--- src/rtl/trap_pkg.sv ---
// Shared definitions for the machine-mode trap sequencer: FSM encoding, CSR
// addresses, mcause values and mstatus field positions.
package trap_pkg;

   localparam logic [11:0] CSR_MSTATUS = 12'h300;
   localparam logic [11:0] CSR_MTVEC   = 12'h305;
   localparam logic [11:0] CSR_MEPC    = 12'h341;
   localparam logic [11:0] CSR_MCAUSE  = 12'h342;
   localparam logic [11:0] CSR_MTVAL   = 12'h343;

   localparam logic [31:0] CAUSE_IRQ     = 32'h8000_000B;
   localparam logic [31:0] CAUSE_ILLEGAL = 32'd2;
   localparam logic [31:0] CAUSE_L_FAULT = 32'd5;
   localparam logic [31:0] CAUSE_S_FAULT = 32'd7;
   localparam logic [31:0] CAUSE_ECALL_M = 32'd11;

   localparam int MIE_BIT  = 3;
   localparam int MPIE_BIT = 7;
   localparam int MPP_HI   = 12;
   localparam int MPP_LO   = 11;

   localparam logic [1:0] WSC_WRITE = 2'b01;

   typedef enum logic [2:0] {
      IDLE     = 3'd0,
      T_STATUS = 3'd1,
      T_EPC    = 3'd2,
      T_CAUSE  = 3'd3,
      RET      = 3'd4,
`ifdef TRAP_MTVAL_EN
      T_TVAL   = 3'd6,
`endif
      REDIRECT = 3'd5
   } trap_state_e;

   // mstatus image on trap entry: stash MIE in MPIE, mask interrupts, MPP = M.
   function automatic logic [31:0] trap_entry_mstatus(input logic [31:0] s);
      logic [31:0] r;
      r = s;
      r[MPIE_BIT]      = s[MIE_BIT];
      r[MIE_BIT]       = 1'b0;
      r[MPP_HI:MPP_LO] = 2'b11;
      return r;
   endfunction

   // mstatus image on mret: restore MIE from MPIE and set MPIE.
   function automatic logic [31:0] mret_mstatus(input logic [31:0] s);
      logic [31:0] r;
      r = s;
      r[MIE_BIT]  = s[MPIE_BIT];
      r[MPIE_BIT] = 1'b1;
      return r;
   endfunction

endpackage

--- src/rtl/trap_cause_enc.sv ---
// Priority encoder for pending trap causes; interrupts only count when MIE is set.
module trap_cause_enc
   import trap_pkg::*;
(
   input  logic        interrupt,
   input  logic        illegal_inst,
   input  logic        ecall_m,
   input  logic        s_access_fault,
   input  logic        l_access_fault,
   input  logic        mie,
   output logic        take,
   output logic [31:0] cause,
   output logic        is_irq
);

   always_comb begin
      take   = 1'b1;
      is_irq = 1'b0;
      cause  = '0;
      if (interrupt && mie) begin
         is_irq = 1'b1;
         cause  = CAUSE_IRQ;
      end else if (illegal_inst) begin
         cause = CAUSE_ILLEGAL;
      end else if (ecall_m) begin
         cause = CAUSE_ECALL_M;
      end else if (s_access_fault) begin
         cause = CAUSE_S_FAULT;
      end else if (l_access_fault) begin
         cause = CAUSE_L_FAULT;
      end else begin
         take = 1'b0;
      end
   end

endmodule

--- src/rtl/trap_sequencer.sv ---
// Owns the CSR port: passes MEM-stage CSR ops through in IDLE and sequences
// trap entry / mret writes. Define TRAP_MTVAL_EN to add the mtval write.
module trap_sequencer
   import trap_pkg::*;
#(
   parameter logic [11:0] MTVEC_ADDR   = CSR_MTVEC,
   parameter logic [11:0] MEPC_ADDR    = CSR_MEPC,
   parameter logic [11:0] MCAUSE_ADDR  = CSR_MCAUSE,
   parameter logic [11:0] MSTATUS_ADDR = CSR_MSTATUS
) (
   input  logic        clk,
   input  logic        rst,
   input  logic        csr_rw_in,
   input  logic [1:0]  csr_wsc_mode_in,
   input  logic        csr_w_imm_mux,
   input  logic [11:0] csr_rw_addr_in,
   input  logic [31:0] csr_w_data_reg,
   input  logic [4:0]  csr_w_data_imm,
   input  logic        interrupt,
   input  logic        illegal_inst,
   input  logic        l_access_fault,
   input  logic        s_access_fault,
   input  logic        ecall_m,
   input  logic        mret,
   input  logic [31:0] epc_cur,
   input  logic [31:0] epc_next,
   input  logic [31:0] mstatus_in,
   input  logic [31:0] csr_rdata_in,
`ifdef TRAP_MTVAL_EN
   input  logic [31:0] fault_addr,
`endif
   output logic        csr_w,
   output logic [1:0]  csr_wsc,
   output logic [11:0] csr_waddr,
   output logic [11:0] csr_raddr,
   output logic [31:0] csr_wdata,
   output logic [31:0] pc_redirect,
   output logic        redirect_valid,
   output logic        flush_all,
   output logic        regwrite_cancel,
   output logic        stall_pipe,
   output logic        busy,
   output trap_state_e state_dbg
);

   trap_state_e state_q, state_d;
   logic [31:0] cause_q, epc_q, tvec_q;
   logic        take, is_irq;
   logic [31:0] enc_cause;
`ifdef TRAP_MTVAL_EN
   logic [31:0] mtval_q;
`endif

   trap_cause_enc u_cause_enc (
      .interrupt      (interrupt),
      .illegal_inst   (illegal_inst),
      .ecall_m        (ecall_m),
      .s_access_fault (s_access_fault),
      .l_access_fault (l_access_fault),
      .mie            (mstatus_in[MIE_BIT]),
      .take           (take),
      .cause          (enc_cause),
      .is_irq         (is_irq)
   );

   always_ff @(posedge clk or negedge rst) begin
      if (!rst) begin
         state_q <= IDLE;
         cause_q <= '0;
         epc_q   <= '0;
         tvec_q  <= '0;
`ifdef TRAP_MTVAL_EN
         mtval_q <= '0;
`endif
      end else begin
         state_q <= state_d;
         if (state_q == IDLE && take) begin
            cause_q <= enc_cause;
            epc_q   <= is_irq ? {epc_next[31:2], 2'b00} : {epc_cur[31:2], 2'b00};
`ifdef TRAP_MTVAL_EN
            mtval_q <= fault_addr;
`endif
         end
         if (state_q == T_CAUSE) tvec_q <= {csr_rdata_in[31:2], 2'b00};
         if (state_q == RET)     tvec_q <= csr_rdata_in;
      end
   end

   always_comb begin
      state_d         = state_q;
      csr_w           = 1'b0;
      csr_wsc         = 2'b00;
      csr_waddr       = '0;
      csr_raddr       = '0;
      csr_wdata       = '0;
      pc_redirect     = '0;
      redirect_valid  = 1'b0;
      flush_all       = 1'b0;
      regwrite_cancel = 1'b0;
      stall_pipe      = 1'b0;
      busy            = (state_q != IDLE);
      case (state_q)
         IDLE: begin
            if (take) begin
               regwrite_cancel = 1'b1;
               flush_all       = 1'b1;
               stall_pipe      = 1'b1;
               state_d         = T_STATUS;
            end else if (mret) begin
               state_d = RET;
            end else if (csr_rw_in) begin
               csr_w     = 1'b1;
               csr_wsc   = csr_wsc_mode_in;
               csr_waddr = csr_rw_addr_in;
               csr_raddr = csr_rw_addr_in;
               csr_wdata = csr_w_imm_mux ? {27'b0, csr_w_data_imm} : csr_w_data_reg;
            end
         end
         T_STATUS: begin
            {csr_w, csr_wsc, csr_waddr} = {1'b1, WSC_WRITE, MSTATUS_ADDR};
            csr_wdata  = trap_entry_mstatus(mstatus_in);
            flush_all  = 1'b1;
            stall_pipe = 1'b1;
            state_d    = T_EPC;
         end
         T_EPC: begin
            {csr_w, csr_wsc, csr_waddr} = {1'b1, WSC_WRITE, MEPC_ADDR};
            csr_wdata  = epc_q;
            flush_all  = 1'b1;
            stall_pipe = 1'b1;
            state_d    = T_CAUSE;
         end
         T_CAUSE: begin
            {csr_w, csr_wsc, csr_waddr} = {1'b1, WSC_WRITE, MCAUSE_ADDR};
            csr_wdata  = cause_q;
            csr_raddr  = MTVEC_ADDR;
            flush_all  = 1'b1;
            stall_pipe = 1'b1;
`ifdef TRAP_MTVAL_EN
            state_d    = T_TVAL;
`else
            state_d    = REDIRECT;
`endif
         end
`ifdef TRAP_MTVAL_EN
         T_TVAL: begin
            {csr_w, csr_wsc, csr_waddr} = {1'b1, WSC_WRITE, CSR_MTVAL};
            // Only memory faults carry a meaningful address.
            csr_wdata  = (cause_q == CAUSE_L_FAULT || cause_q == CAUSE_S_FAULT) ? mtval_q : '0;
            flush_all  = 1'b1;
            stall_pipe = 1'b1;
            state_d    = REDIRECT;
         end
`endif
         RET: begin
            {csr_w, csr_wsc, csr_waddr} = {1'b1, WSC_WRITE, MSTATUS_ADDR};
            csr_wdata  = mret_mstatus(mstatus_in);
            csr_raddr  = MEPC_ADDR;
            flush_all  = 1'b1;
            stall_pipe = 1'b1;
            state_d    = REDIRECT;
         end
         REDIRECT: begin
            redirect_valid = 1'b1;
            pc_redirect    = tvec_q;
            flush_all      = 1'b1;
            state_d        = IDLE;
         end
         default: state_d = IDLE;
      endcase
   end

   assign state_dbg = state_q;

endmodule
--- config.mk ---
export PLATFORM = sky130hd
export DESIGN_NAME = trap_sequencer
export DESIGN_NICKNAME = d
export VERILOG_FILES = /design/src/rtl/trap_pkg.sv /design/src/rtl/trap_cause_enc.sv /design/src/rtl/trap_sequencer.sv
export SDC_FILE = /design/constraint.sdc
export NUM_CORES = 1
export LEC_CHECK = 0
export ABC_AREA = 0
export BUFFER_PORTS_ARGS = -buffer_cell sky130_fd_sc_hd__buf_4
export CELL_PAD_IN_SITES_DETAIL_PLACEMENT = 0
export CELL_PAD_IN_SITES_GLOBAL_PLACEMENT = 2
export CORE_UTILIZATION = 28
export DETAILED_ROUTE_END_ITERATION = 8
export GPL_TIMING_DRIVEN = 0
export PLACE_DENSITY = 0.93
export RECOVER_POWER = 100
export SLEW_MARGIN = 20
export SYNTH_ARGS = -nofsm -noshare
export SYNTH_HDL_FRONTEND = slang
export SYNTH_HIERARCHICAL = 1
export SYNTH_SLANG_ARGS = --single-unit
--- constraint.sdc ---
create_clock -name clk -period 2 [get_ports clk]
set_clock_uncertainty 0.15 [all_clocks]
set_input_delay 0.1 -clock clk [delete_from_list [all_inputs] [get_ports clk]]
set_output_delay 0.1 -clock clk [all_outputs]
set_load 0.05 [all_outputs]
==> results of run 1 <==
[routing by layer]
metal  track usage, %  vias to the layer above  part of all wire [%]
li1                 -                     3000                     -
met5                0                        -                     0
met3             3.22                       32                   4.2
met1             25.3                     3106                    41
met2             37.8                      202                    52
met4             7.32                        0                   2.1
[cells by family after synthesis]
logic type | Yosys count | share of synthesized area [%]
buf+inv | 84 | 9.49
simple gates | 116 | 10.8
xor+xnor | 1 | 0.146
compound gates | 142 | 16.3
mux | 128 | 22.7
other cells | 1 | 0.0625
flops | 97 | 40.5
[worst paths after layout]
path,startpoint,endpoint,slack (ns)
hold reg to reg,cause_q[29],cause_q[29],0.34
setup reg to reg,state_dbg[0],cause_q[13],-0.17
max in group asynchronous,rst,state_dbg[2],0.29
min in group asynchronous,rst,cause_q[4],0.47
setup / recovery,state_dbg[2],csr_wdata[17],-0.33
hold / removal,illegal_inst,cause_q[3],0.03
[report_power, final]
part / leakage [nW] / switching (W) / internal [W]
clock: 0.136 / 0.000847 / 0.000893
sequential: 1.11 / 0.000709 / 0.00297
combinational: 4.48 / 0.00746 / 0.00732
total: 5.73 / 0.00902 / 0.0112
[registers in the layout (all words and copies together) (netlist names)]
| signal | flops |
|---|---|
| state_dbg | 3 |
| tvec_q | 32 |
| cause_q | 32 |
| epc_q | 30 |
[critical path, stage by stage, from the launching register on]
cell and delay [ns]:
dfrtp_2 0.44, nor4b_4 0.32, buf_6 0.14, and3b_2 0.20, buf_6 0.15, buf_8 0.15, a221o_2 0.17, buf_8 0.14
[stage by stage]
step                setup slack [ns]  hold slack [ns]  utilization (%)  cell area, um^2
floorplan                     -0.138           -0.346                -             6270
global placement              -0.445            0.168             41.6             8730
detailed placement            -0.430            0.132             41.6             8740
CTS                           -0.324          0.00844             51.0            10700
global route                  -0.382           0.0698             58.7            12300
finish                        -0.333           0.0273             58.7            12300
[final cells by class]
cell class,count,area share [%]
Buffer,78,6.50
Tap cell,275,2.79
Clock buffer,10,1.94
Clock inverter,6,0.405
Multi-Input combinational cell,414,31.7
Timing Repair Buffer,449,36.8
Inverter,4,0.172
Sequential cell,97,19.7
[what timing repair did]
action                                  4_1_cts  5_1_grt
resized for setup                           137      305
endpoints found under the setup margin       96      172
endpoints found under the hold margin       163        0
cloned                                        2       13
buffers inserted                             22       31
pin swaps                                     7       44
hold buffers                                 99        0
[synth_stat cells, types with 14 or more instances]
cell type and count:
clkbuf_1 17, and3_1 14, a221o_1 26, buf_4 40, mux2_2 32, nor2_1 36, a21oi_1 64, mux2_1 32
dfrtp_1 97, and2_1 33, mux2i_1 64, a211oi_1 25
==> flow_metrics.py, run 1 <==
metrics = {
    "timing": {
        "postLayoutSetupSlackWorst_ns": -0.333,
        "slew_headroom_pct": 7.48,
        "worstMarginPinSlew_ns": 1.39,
        "max_freq_mhz": 429,
        "drv_slew": 0,
        "setup_violations": 157,
        "period_minus_slack_ns": 2.33,
        "fin_crit_sh_pct": 117,
        "rsz0062_at_grt": "true",
        "hold_violations": 0,
        "setup_tns_ns": -27.50,
    },
    "worst_setup_path": {
        "crit_type": "register to output port",
        "worstPathRequired_ns": 1.75,
        "crit_arrival_ns": 2.08,
        "end_kind": "output port",
        "startpoint_type": "register",
        "rr_worst_depth": 9,
        "cp_max_fo": 10,
    },
    "floorplanning": {
        "rows": 53,
        "chipHeight_um": 148,
        "top_level_ports": 288,
        "die_area_mm2": 0.0220,
        "coreArea_mm2": 0.0210,
        "start_util_pct": 28.5,
        "die_x_um": 148,
    },
    "yosys": {
        "synth-edff-count": 0,
        "synth_area_mm2": 0.00600,
        "synth_warnings": 6,
        "synth_async_sr_flop_share_pct": 100,
        "synth_seq_area_share_pct": 40.5,
        "synth.distinct_cells": 46,
        "synth-seq-cells": 97,
        "synth_ff_type": "dfrtp_1",
        "synth_top_cells_by_area": "dfrtp_1, mux2i_1, mux2_1",
        "syn_area_per_cell_um2": 10.5,
        "synth_cells": 569,
        "yosys.area.top_type_share_pct": 40.5,
        "synth_top_area_cell": "dfrtp_1",
    },
    "flow_run": {
        "max_cap_viol_count": 0,
    },
    "global_routing": {
        "antenna_found_initial": 0,
        "grtUsageTotal_pct": 21.0,
        "grt_start_max_net_pins": 98,
        "grt_pass1_vias": 6332,
        "grt_pass1_wl_mm": 35.0,
        "overflow": 0,
    },
    "worst_hold_path": {
        "holdPathStages": 3,
        "worst_hold_path_type": "input pin to register",
    },
    "placement": {
        "dp_cells": 1152,
        "dpl.hpwl_mm": 16.2,
        "place.gp.congestion": 0.771,
        "port_buffers": 282,
    },
    "power_and_ir_drop": {
        "power.total_w": 0.0202,
        "p_leak_nw": 5.73,
        "irDropWorstVdd_mv": 1.31,
        "cellPowerDensity_mw_per_mm2": 1640,
    },
    "clock_tree": {
        "cts_tree": "done",
        "cts_buffers": 9,
        "htree_levels": 3,
        "clock_latency_ns": 0.35,
        "cts_sinks": 97,
        "clock_path_buffers": 2,
        "root_buffer": "clkbuf_16",
        "clk_pin_slew_ns": 0.07,
    },
    "layout": {
        "multi_input_area_mm2": 0.00391,
        "drive_gt1_share_pct": 61.2,
        "syn_to_final_growth_pct": 106,
        "antennaDiodeCount": 0,
        "fin_cells": 1333,
        "nFillCells": 1738,
        "final_common_cell": "buf_4",
        "ff_latch_area_mm2": 0.00243,
        "final_cell_mix": "buf_4, dlygate4sd3_1, dfrtp_1, buf_6",
        "fin_nets": 1242,
    },
    "status": {
        "violations": "design-rule violations, negative setup slack",
        "status": "finished, violations left",
    },
    "detailed_routing": {
        "drc": 2,
        "wire_per_inst_um": 19.2,
        "drtPass1Iterations": 7,
        "ant_nets": 0,
        "drt_iter0_markers": 155,
        "drt_wl_total_mm": 25.6,
        "vias": 6340,
        "viasPerCell": 4.76,
    },
}
(Power assumes the default switching activity.)
==> run 2, diff against run 1 <==
==> constraint.sdc (replaced) <==
create_clock -name clk -period 2 [get_ports clk]
set_clock_uncertainty 0.15 [all_clocks]
set_input_delay 0.4 -clock clk [delete_from_list [all_inputs] [get_ports clk]]
set_output_delay 0.4 -clock clk [all_outputs]
set_load 0.05 [all_outputs]
==> run 2 against run 1 <==
The run ends with negative setup slack left. Design area shrank 14%. Sequential cell count is the same. Global-route usage shrank 1.8 points. Clock power grew 6%. Largest power group unchanged.
==> flow_metrics.py, run 2 (synthesized netlist as in run 1, its figures left out) <==
metrics = {
    "status": {
        "status": "finished, violations left",
        "violations": "negative setup slack",
    },
    "layout": {
        "drive_gt1_share_pct": 63.5,
        "antennaDiodeCount": 0,
        "final_common_cell": "buf_4",
        "syn_to_final_growth_pct": 76.7,
        "fin_nets": 1118,
        "multi_input_area_mm2": 0.00376,
        "largestRegisters": "cause_q: 32 flops, tvec_q: 32 flops, epc_q: 30 flops",
        "ff_latch_area_mm2": 0.00243,
        "fin_cells": 1209,
        "nFillCells": 1937,
        "final_cell_mix": "buf_4, dfrtp_1, a21oi_1, mux2i_1, mux2_4",
    },
    "floorplanning": {
        "chipHeight_um": 148,
        "top_level_ports": 288,
        "coreArea_mm2": 0.0210,
        "die_x_um": 148,
        "start_util_pct": 28.5,
        "die_area_mm2": 0.0220,
        "rows": 53,
    },
    "worst_setup_path": {
        "reg2reg_from": "state_dbg[1]",
        "startpoint_type": "register",
        "crit_chain": "buf_6 -> buf_4 -> clkbuf_1 -> o21bai_4 -> buf_8",
        "crit_buf_inv": 4,
        "cp_max_fo": 10,
        "cpPeakStageDelay_ns": 0.58,
        "path_delay_family": "buffers and inverters",
        "worstPathRequired_ns": 1.45,
        "crit_slowest_cell": "clkbuf_1",
        "crit_arrival_ns": 2.10,
        "end_kind": "output port",
        "crit_path_start": "state_dbg[2]",
        "crit_type": "register to output port",
    },
    "detailed_routing": {
        "drtPass1Iterations": 4,
        "drc": 0,
        "drt_iter0_markers": 181,
        "viasPerCell": 4.72,
        "drt_wl_total_mm": 22.0,
        "wire_per_inst_um": 18.2,
        "ant_nets": 0,
        "vias": 5708,
    },
    "clock_tree": {
        "root_buffer": "clkbuf_16",
        "cts_sinks": 97,
        "clock_latency_ns": 0.35,
        "cts_hold_buffers": 0,
        "clk_pin_slew_ns": 0.08,
        "clock_path_buffers": 2,
        "cts_buffers": 9,
        "htree_levels": 3,
        "cts_tree": "done",
    },
    "placement": {
        "port_buffers": 282,
        "dpl.hpwl_mm": 16.0,
        "dp_cells": 1152,
        "place.gp.congestion": 0.773,
    },
    "timing": {
        "max_freq_mhz": 377,
        "period_minus_slack_ns": 2.65,
        "worstMarginPinSlew_ns": 1.40,
        "postLayoutSetupSlackWorst_ns": -0.654,
        "fin_crit_sh_pct": 133,
        "drv_slew": 0,
        "slew_headroom_pct": 6.69,
        "setup_violations": 146,
        "hold_ws_ns": 0.118,
        "rsz0062_at_grt": "true",
        "hold_violations": 0,
    },
    "global_routing": {
        "grtUsageTotal_pct": 19.2,
        "antenna_found_initial": 0,
        "grt_start_max_net_pins": 98,
        "grt_pass1_wl_mm": 31.9,
        "grt_pass1_vias": 5719,
        "overflow": 0,
    },
    "power_and_ir_drop": {
        "netSwitchingPower_w": 0.00838,
        "irDropWorstVdd_mv": 1.14,
        "cellPowerDensity_mw_per_mm2": 1760,
        "p_clk_share_pct": 9.9,
        "internal-power_w": 0.0103,
        "p_leak_nw": 5.03,
        "combPwrFrac_pct": 70.9,
        "power_switching_share_pct": 44.8,
        "power.total_w": 0.0187,
        "power_frac_seq_pct": 19.3,
    },
    "worst_hold_path": {
        "worst_hold_path_type": "input pin to register",
        "min-delay-start": "csr_rdata_in[4]",
    },
    "flow_run": {
        "max_cap_viol_count": 0,
    },
}
[run 2: worst paths after layout]
| check | to | slack [ns] | cells past startpoint |
|---|---|---|---|
| worst min-delay path | tvec_q[4] | 0.12 | 2 |
| worst min register to register | cause_q[27] | 0.34 | 1 |
| min in group asynchronous | cause_q[0] | 0.17 | 1 |
| worst max register to register | tvec_q[12] | -0.19 | 7 |
| worst max-delay path | csr_raddr[2] | -0.65 | 5 |
| max in group asynchronous | state_dbg[1] | 0.39 | 1 |
[run 2: cell type report]
class / instances / share of cell area (%)
clock inverters: 7 / 0.803
multi-input cells: 414 / 35.5
flip-flops and latches: 97 / 23.0
clock buffers: 9 / 2.13
plain buffers: 79 / 7.37
well taps: 275 / 3.25
repair buffers: 324 / 27.8
inverters: 4 / 0.213
[run 2: power groups by stage]
stage / registers [W] / clock network (W) / logic, W
3_5_place_dp: 0.00355 / 0 / 0.0104
6_report: 0.00360 / 0.00184 / 0.0132
5_1_grt: 0.00373 / 0.00197 / 0.0139
2_1_floorplan: 0.00347 / 0 / 0.00753
3_3_place_gp: 0.00351 / 0 / 0.0103
4_1_cts: 0.00354 / 0.00189 / 0.0117
[run 2: per-layer routing]
layer	track usage, %	vias up	wire length (um)
met5	0	-	0
met4	5.36	0	286
met3	3.80	15	1240
met2	34.0	199	11100
met1	23.6	2741	9360
li1	-	2753	-
[run 2: timing repair]
action | 4_1_cts | 5_1_grt
pin swaps | 9 | 10
setup endpoints to repair | 96 | 182
gates resized for setup | 125 | 117
gates cloned | 0 | 7
setup buffers | 17 | 20
[run 2: per-stage QoR]
step / setup TNS, ns / setup slack (ns) / util [%] / instance area, um^2
6_report: -56.16 / -0.654 / 50.4 / 10600
5_1_grt: -66.16 / -0.721 / 50.4 / 10600
4_1_cts: -55.03 / -0.647 / 47.1 / 9900
3_5_place_dp: -65.61 / -0.913 / 42.7 / 8970
3_3_place_gp: -66.17 / -0.938 / 42.7 / 8970
2_1_floorplan: -22.28 / -0.421 / - / 6510
